$ cat src/rtl/debug_seg_mux.sv
// debug_seg_mux: channel-selectable debug value on a multiplexed 7-segment display.
// Picks one of CH 32-bit debug channels, either from a debounced step button or
// by timed auto-rotation. The chosen value is captured once per display frame,
// so a frame never mixes channels or half-updated values.
// Optional build macro: DEBUG_SEG_CHTAG_EN -- the top digit shows the channel
// index (dp lit) instead of a value nibble.
module debug_seg_mux #(
  parameter int CH         = 8,
  parameter int DIGITS     = 8,
  parameter int SCAN_DIV   = 100000,
  parameter int ROT_DIV    = 200000000,
  parameter int DEB_CYCLES = 1000000
) (
  input  logic                    clk,
  input  logic                    reset,
  input  logic                    step,
  input  logic                    auto_en,
  input  logic [CH*32-1:0]        ch_data,
  output logic [7:0]              o_seg,
  output logic [DIGITS-1:0]       o_sel,
  output logic [$clog2(CH)-1:0]   cur_ch
);

  localparam int CH_W   = $clog2(CH);
  localparam int DIG_W  = (DIGITS > 1) ? $clog2(DIGITS) : 1;
  localparam int SCAN_W = $clog2(SCAN_DIV + 1);
  localparam int ROT_W  = $clog2(ROT_DIV + 1);
  localparam int DEB_W  = $clog2(DEB_CYCLES + 1);

  // Active-low hex font, dp off.
  function automatic logic [7:0] hex_seg(input logic [3:0] n);
    case (n)
      4'h0:    hex_seg = 8'hC0;
      4'h1:    hex_seg = 8'hF9;
      4'h2:    hex_seg = 8'hA4;
      4'h3:    hex_seg = 8'hB0;
      4'h4:    hex_seg = 8'h99;
      4'h5:    hex_seg = 8'h92;
      4'h6:    hex_seg = 8'h82;
      4'h7:    hex_seg = 8'hF8;
      4'h8:    hex_seg = 8'h80;
      4'h9:    hex_seg = 8'h90;
      4'hA:    hex_seg = 8'h88;
      4'hB:    hex_seg = 8'h83;
      4'hC:    hex_seg = 8'hC6;
      4'hD:    hex_seg = 8'hA1;
      4'hE:    hex_seg = 8'h86;
      default: hex_seg = 8'h8E;
    endcase
  endfunction

  // ---------------------------------------------------------------------------
  // Button synchroniser and debounce
  // ---------------------------------------------------------------------------
  logic             sync1_q, sync2_q;
  logic             deb_level_q, deb_level_d;
  logic [DEB_W-1:0] deb_cnt_q, deb_cnt_d;
  logic             step_pulse_q, step_pulse_d;

  // Two-flop synchroniser for the asynchronous push-button.
  always_ff @(posedge clk) begin
    if (!reset) begin
      sync1_q <= 1'b0;
      sync2_q <= 1'b0;
    end else begin
      sync1_q <= step;
      sync2_q <= sync1_q;
    end
  end

  // Down-counter reloads on every sample that agrees with the debounced level;
  // reaching zero on a differing sample means DEB_CYCLES differing samples in a row.
  always_comb begin
    deb_level_d = deb_level_q;
    deb_cnt_d   = DEB_W'(DEB_CYCLES - 1);
    if (sync2_q != deb_level_q) begin
      if (deb_cnt_q == '0) begin
        deb_level_d = sync2_q;
      end else begin
        deb_cnt_d = deb_cnt_q - 1'b1;
      end
    end
    step_pulse_d = deb_level_d & ~deb_level_q;
  end

  // Debounce state and the registered press pulse (release never pulses).
  always_ff @(posedge clk) begin
    if (!reset) begin
      deb_level_q  <= 1'b0;
      deb_cnt_q    <= DEB_W'(DEB_CYCLES - 1);
      step_pulse_q <= 1'b0;
    end else begin
      deb_level_q  <= deb_level_d;
      deb_cnt_q    <= deb_cnt_d;
      step_pulse_q <= step_pulse_d;
    end
  end

  // ---------------------------------------------------------------------------
  // Auto-rotation and channel selection
  // ---------------------------------------------------------------------------
  logic             rot_tick;
  logic [ROT_W-1:0] rot_q, rot_d;
  logic [CH_W-1:0]  cur_ch_q, cur_ch_d;

  // A manual step restarts the rotation period so the new channel gets a full slot.
  always_comb begin
    rot_tick = auto_en && (rot_q == ROT_W'(ROT_DIV - 1));
    if (!auto_en || step_pulse_q || rot_tick) begin
      rot_d = '0;
    end else begin
      rot_d = rot_q + 1'b1;
    end
    cur_ch_d = cur_ch_q;
    if (step_pulse_q || rot_tick) begin
      cur_ch_d = (cur_ch_q == CH_W'(CH - 1)) ? '0 : cur_ch_q + 1'b1;
    end
  end

  // Rotation counter and selected channel.
  always_ff @(posedge clk) begin
    if (!reset) begin
      rot_q    <= '0;
      cur_ch_q <= '0;
    end else begin
      rot_q    <= rot_d;
      cur_ch_q <= cur_ch_d;
    end
  end

  assign cur_ch = cur_ch_q;

  // ---------------------------------------------------------------------------
  // Digit scan and per-frame snapshot
  // ---------------------------------------------------------------------------
  logic              scan_wrap;
  logic              frame_bnd;
  logic [SCAN_W-1:0] scan_q, scan_d;
  logic [DIG_W-1:0]  digit_q, digit_d;
  logic [31:0]       snap_q, snap_d;

  // Frame boundary is the cycle the digit index wraps back to 0; the snapshot
  // loads there using cur_ch as it stood before this edge.
  always_comb begin
    scan_wrap = (scan_q == SCAN_W'(SCAN_DIV - 1));
    frame_bnd = scan_wrap && (digit_q == DIG_W'(DIGITS - 1));
    scan_d    = scan_wrap ? '0 : scan_q + 1'b1;
    digit_d   = digit_q;
    if (scan_wrap) begin
      digit_d = (digit_q == DIG_W'(DIGITS - 1)) ? '0 : digit_q + 1'b1;
    end
    snap_d = frame_bnd ? ch_data[32*cur_ch_q +: 32] : snap_q;
  end

  // Prescaler, digit index and snapshot value.
  always_ff @(posedge clk) begin
    if (!reset) begin
      scan_q  <= '0;
      digit_q <= '0;
      snap_q  <= '0;
    end else begin
      scan_q  <= scan_d;
      digit_q <= digit_d;
      snap_q  <= snap_d;
    end
  end

`ifdef DEBUG_SEG_CHTAG_EN
  logic [CH_W-1:0] tag_q;

  // Channel index captured alongside the snapshot so the tag matches the value.
  always_ff @(posedge clk) begin
    if (!reset) begin
      tag_q <= '0;
    end else if (frame_bnd) begin
      tag_q <= cur_ch_q;
    end
  end
`endif

  // ---------------------------------------------------------------------------
  // Segment decode and output registers
  // ---------------------------------------------------------------------------
  logic [3:0]        nib;
  logic [7:0]        seg_d, o_seg_q;
  logic [DIGITS-1:0] sel_d, o_sel_q;

  // Decode the nibble for the current digit; outputs lag the index by one cycle.
  always_comb begin
    nib   = snap_q[4*digit_q +: 4];
    seg_d = hex_seg(nib);
`ifdef DEBUG_SEG_CHTAG_EN
    if (digit_q == DIG_W'(DIGITS - 1)) begin
      seg_d = hex_seg(4'(tag_q)) & 8'h7F;
    end
`endif
    sel_d = ~(DIGITS'(1) << digit_q);
  end

  // Registered display drive; blank with all digits off in reset.
  always_ff @(posedge clk) begin
    if (!reset) begin
      o_seg_q <= 8'hFF;
      o_sel_q <= '1;
    end else begin
      o_seg_q <= seg_d;
      o_sel_q <= sel_d;
    end
  end

  assign o_seg = o_seg_q;
  assign o_sel = o_sel_q;

endmodule

$ cat config.mk
export PLATFORM = sky130hd
export DESIGN_NAME = debug_seg_mux
export DESIGN_NICKNAME = d
export VERILOG_FILES = /design/src/rtl/debug_seg_mux.sv
export SDC_FILE = /design/constraint.sdc
export NUM_CORES = 1
export LEC_CHECK = 0
export ABC_CLOCK_PERIOD_IN_PS = 3000
export BUFFER_PORTS_ARGS = -buffer_cell sky130_fd_sc_hd__buf_2
export CORE_AREA = 3 3 164 118
export CTS_CLUSTER_SIZE = 16
export DETAILED_ROUTE_END_ITERATION = 8
export DIE_AREA = 0 0 167 121
export GPL_ROUTABILITY_DRIVEN = 1
export PLACE_DENSITY = 0.67
export SLEW_MARGIN = 20
export SYNTH_ARGS = -nofsm -noshare
export SYNTH_HDL_FRONTEND = slang
export SYNTH_SLANG_ARGS = --single-unit
$ cat constraint.sdc
create_clock -name clk -period 3 [get_ports clk]
set_input_delay 0.75 -clock clk [delete_from_list [all_inputs] [get_ports clk]]
set_output_delay 0.75 -clock clk [all_outputs]
set_load 0.02 [all_outputs]
== Word level (Yosys, flattened, before mapping) ==
Memory sizes are Yosys's and may differ from the RTL's. A register that Yosys moved wholly into a read port is not among the register bits.
Cells that the tools add are included.
Cells by class
  add/subtract/negate cells: 5
  order comparisons: 0
  shifts and indexed selects: 3
  multiply operators: 0
  div/mod/pow operators: 0
  muxes and demuxes: 4
  eq/ne operators: 5
  bitwise operators: 5
  reduce and logical (&&, ||, !) cells: 11
Operators by type and width (number)
  $shiftx A256 B9 Y32: 1
  $shiftx A32 B6 Y4: 1
  $add A28 B1 Y28 const B: 1
  $eq A28 B28 Y1 const B: 1
  $logic_not A20 Y1: 1
  $sub A20 B1 Y20 const B: 1
  $add A17 B1 Y17 const B: 1
  $eq A17 B17 Y1 const B: 1
  $not A8 Y8: 1
  $shl A1 B3 Y8 const A: 1
  $add A3 B1 Y3 const B: 2
  $eq A3 B3 Y1 const B: 2
  $mux W3: 2
  $reduce_or A2 Y1: 2
  $logic_or A1 B1 Y1: 3
  $not A1 Y1: 3
  $reduce_or A3 Y1: 1
  $logic_and A1 B1 Y1: 2
  $logic_not A1 Y1: 2
  $mux W1: 2
  $and A1 B1 Y1: 1
  $ne A1 B1 Y1: 1
Storage, ports and cells
  output and inout bits: 19
  memories: 1
  ROM bits: 112
  bits in registers: 123
  bits in latches: 0
  memory bits (writable): 0
Memories
  (no name shown): words 16, width 7, rd ports 1, clocked after Yosys merged registers in 1, wr ports 0, line 32  | case (n)

== Logic depth before layout (Yosys ltp) ==
  depth in word-level cells: 4
  depth in mapped cells: 8
  depth with buffers taken out: 6

== Least setup slack after synthesis ==
OpenSTA, ideal clock, no wires.
  kind: register to register
  start: register digit_q[0]
  end: register o_seg_q[0] (netlist: o_seg[0])
  path slack: 723 ps
  setup time: 137 ps
  path buffers: 1
  required time: 2863 ps
  stages on the path, launching flop included: 8
  arrival: 2139 ps
  cell sequence: dfxtp_1 buf_2 mux4_2 mux2i_1 inv_1 ha_1 and3b_1 o21ai_0
Between the ends
  cells in the longest elaborated chain, start to end: 1
Ends and longest elaborated chain
  start: declaration: line 139  | logic [DIG_W-1:0] digit_q, digit_d;
  start signal: assignment: line 163  | digit_q <= digit_d;
  $shiftx A32 B6 Y4: line 190  | nib = snap_q[4*digit_q +: 4];
  end: declaration: line 185  | logic [7:0] seg_d, o_seg_q;
Every way passes these cells.
A chain may end at the register's enable or synchronous reset.

== Worst setup path after layout ==
  start: register digit_q[0]
  end: register o_seg_q[5] (netlist: o_seg[5])
Same word-level chain as after synthesis.

==> summary.txt <==
Row count = 41
First-pass GRT wire length = 32,300 µm
Worst-path fanout max = 10
Initial antenna violation count = 0
Total number of vias = 6,223
Register area = 2450 µm²
Initial Util = 40.0%
Pin count of the biggest net entering global routing = 39
Max cap viols = 0
Post-route ant nets = 0
Starting DRC count in detailed routing = 458
Max_slew headroom = 49.9%
Biggest area consumer among synthesized cells = dfxtp_1
Antenna Cells = 0
Chip height = 121 µm
Count leader, synth = dfxtp_1
Vias per cell = 5.12
Dpl cells = 1,183
CTS Buf Count = 17
Clk slew on worst S/H paths = 0.06 ns
Vias in the first global route = 6,252
Setup Total Neg Slack = 0 ns
Synth top area share = 34.1%
Fin. Hold Viols = 0
CTS tree = built
Post-CTS setup buffer count = 0
Leakage = 3.75 nW
Hold slack = 0.414 ns
Final Max Slew Viols = 0
Clk buf depth = 2
Synth Flop Type = dfxtp_1
Post-CTS sizing = 0
Syn_nets = 975
Hold buffers post-CTS = 0
Crit path time final = 2.55 ns
Library cells used by synthesis = 53
# port buffers = 277
CP Launch Type = flip-flop
Overall power = 3.87 mW
Type of element capturing the critical path = flip-flop
Top Ports = 279
Gp weighted congestion = 0.933
R2R setup slack = 0.45 ns
Die area = 20,200 µm²
Worst-skew pair later-pin latency = 0.41 ns
Final global-route overflow total = 0
CTS root buf = clkbuf_16
Status = finished clean
Number of remaining DRC errors = 0
Unrepaired setup endpoints after global routing = false
Synth warn = 0
CTS H-tree depth = 4
Synth async-reset ratio = 0%
Post-synth EDFFs = 0
Hold Crit Class = reg2reg
Mapped Avg Cell Area = 10.3 µm²
Non-filler cells, final = 1,215
Fin crit share = 84.9%
CP arrival = 2.80 ns
WL/cell = 16.4 µm
Die X = 167 µm
Clock skew = 0.0105 ns
Max VDD drop = 0.306 mV
Worst EP required = 3.25 ns
Post-Route WL = 20,000 µm
Layout cells sized above 1 = 45.1%
Mapped Cells = 697
Setup violators final = 0
Syn Std Cell Area = 7150 µm²
Synth area leaders = dfxtp_1 34%, mux4_2 23%, nand2_1 5.7%
Area of the multi-input gates = 4460 µm²
CTS sink cnt = 122
Worst slew pin tran = 0.748 ns
Total GRT Usage = 19.8%
Sequential area share after synthesis = 34.1%
Pwr Density = 415 nW/µm²
Setup CP Type = reg2reg
Synth cell count leaders = 122 x dfxtp_1, 108 x nand2_1, 72 x mux4_2, 69 x nor2_1, 35 x a21oi_1
FILL cells = 1,640
Drt first pass iters = 4
Synth-to-Final Area Change = 30.3%
Fmax = 0.393 GHz
Hpwl dp = 15,700 µm
Yosys reg bits = 122
Fin nets = 1,244
Core area = 17,900 µm²
[cell type report]
type	count	area share, %
inverters	13	0.523
flip-flops and latches	122	26.3
well taps	236	3.17
clock inverters	14	1.32
repair buffers	292	16.2
clock buffers	18	4.71
multi-input cells	520	47.8
[layout by cell type, fill, tap and decap left out, types with 4 or more instances in the layout]
master	Yosys	layout
buf_2	10	277
dfxtp_1	122	119
nand2_1	108	108
mux4_2	72	72
nor2_1	69	69
a21oi_1	35	35
mux2_2	32	32
xor2_1	32	32
xnor2_1	25	25
nand3_1	22	22
ha_1	18	18
clkbuf_16	0	17
nand4_1	16	16
buf_4	4	14
inv_1	11	11
and3_1	11	11
mux2i_1	9	9
and2_1	7	8
o21ai_0	6	6
nor3_1	6	6
nor4_1	5	5
nor2b_1	4	4
clkinv_2	0	4
[metal layers]
| metal | wire (µm) | GRT usage [%] | up-vias |
|---|---|---|---|
| met5 | 0 | 0 | - |
| met4 | 58 | 2.99 | 0 |
| met3 | 1430 | 5.24 | 4 |
| met2 | 8830 | 30.8 | 218 |
| met1 | 9650 | 28.5 | 2945 |
| li1 | - | - | 3056 |
[where the power goes]
group | switching, mW | total, mW | internal (mW)
Sequential | 0.00634 | 1.64 | 1.63
Combinational | 0.117 | 0.321 | 0.204
Clock | 0.751 | 1.91 | 1.16
[state kept, by name (all words and copies together) (netlist names)]
register      count
deb_cnt_q        20
rot_q            28
snap_q           32
sync2_q           1
scan_q           17
digit_q           3
o_sel             8
cur_ch            3
step_pulse_q      1
o_seg             7
deb_level_q       1
sync1_q           1
[path summary, 6_finish.rpt]
check,startpoint,endpoint,cells past startpoint
hold / removal,deb_cnt_q[0],deb_cnt_q[0],1
setup reg to reg,digit_q[0],o_seg[5],6
hold reg to reg,deb_cnt_q[0],deb_cnt_q[0],1
setup / recovery,digit_q[0],o_seg[5],6
[per-stage QoR]
stage                     utilization, %  area (µm²)  setup WS [ns]
after floorplan                        -        7150          0.723
after global placement              48.9        8760          0.568
after detailed placement            48.9        8760          0.460
after CTS                           52.1        9320          0.426
after global routing                52.1        9320          0.231
final                               52.1        9320          0.453
[critical path, cell delays in order, from the launching register on]
cell	delay [ns]
dfxtp_1	0.62
mux4_2	0.56
mux2i_1	0.48
inv_1	0.17
ha_1	0.28
mux2i_1	0.14
o221ai_1	0.15
[logic make-up (layout without fill, tap and decap cells)]
| logic type | Yosys count | count (layout) | synth area share (%) |
|---|---|---|---|
| compound gates | 53 | 53 | 4.18 |
| xor+xnor | 57 | 57 | 6.98 |
| fa+ha+maj | 18 | 18 | 3.15 |
| buf+inv | 55 | 337 | 3.59 |
| flops | 122 | 122 | 34.1 |
| mux | 113 | 113 | 29.0 |
| other cells | 1 | 1 | 0.0524 |
| simple gates | 278 | 278 | 19.0 |
No activity file was read; power rests on OpenSTA's default activity.
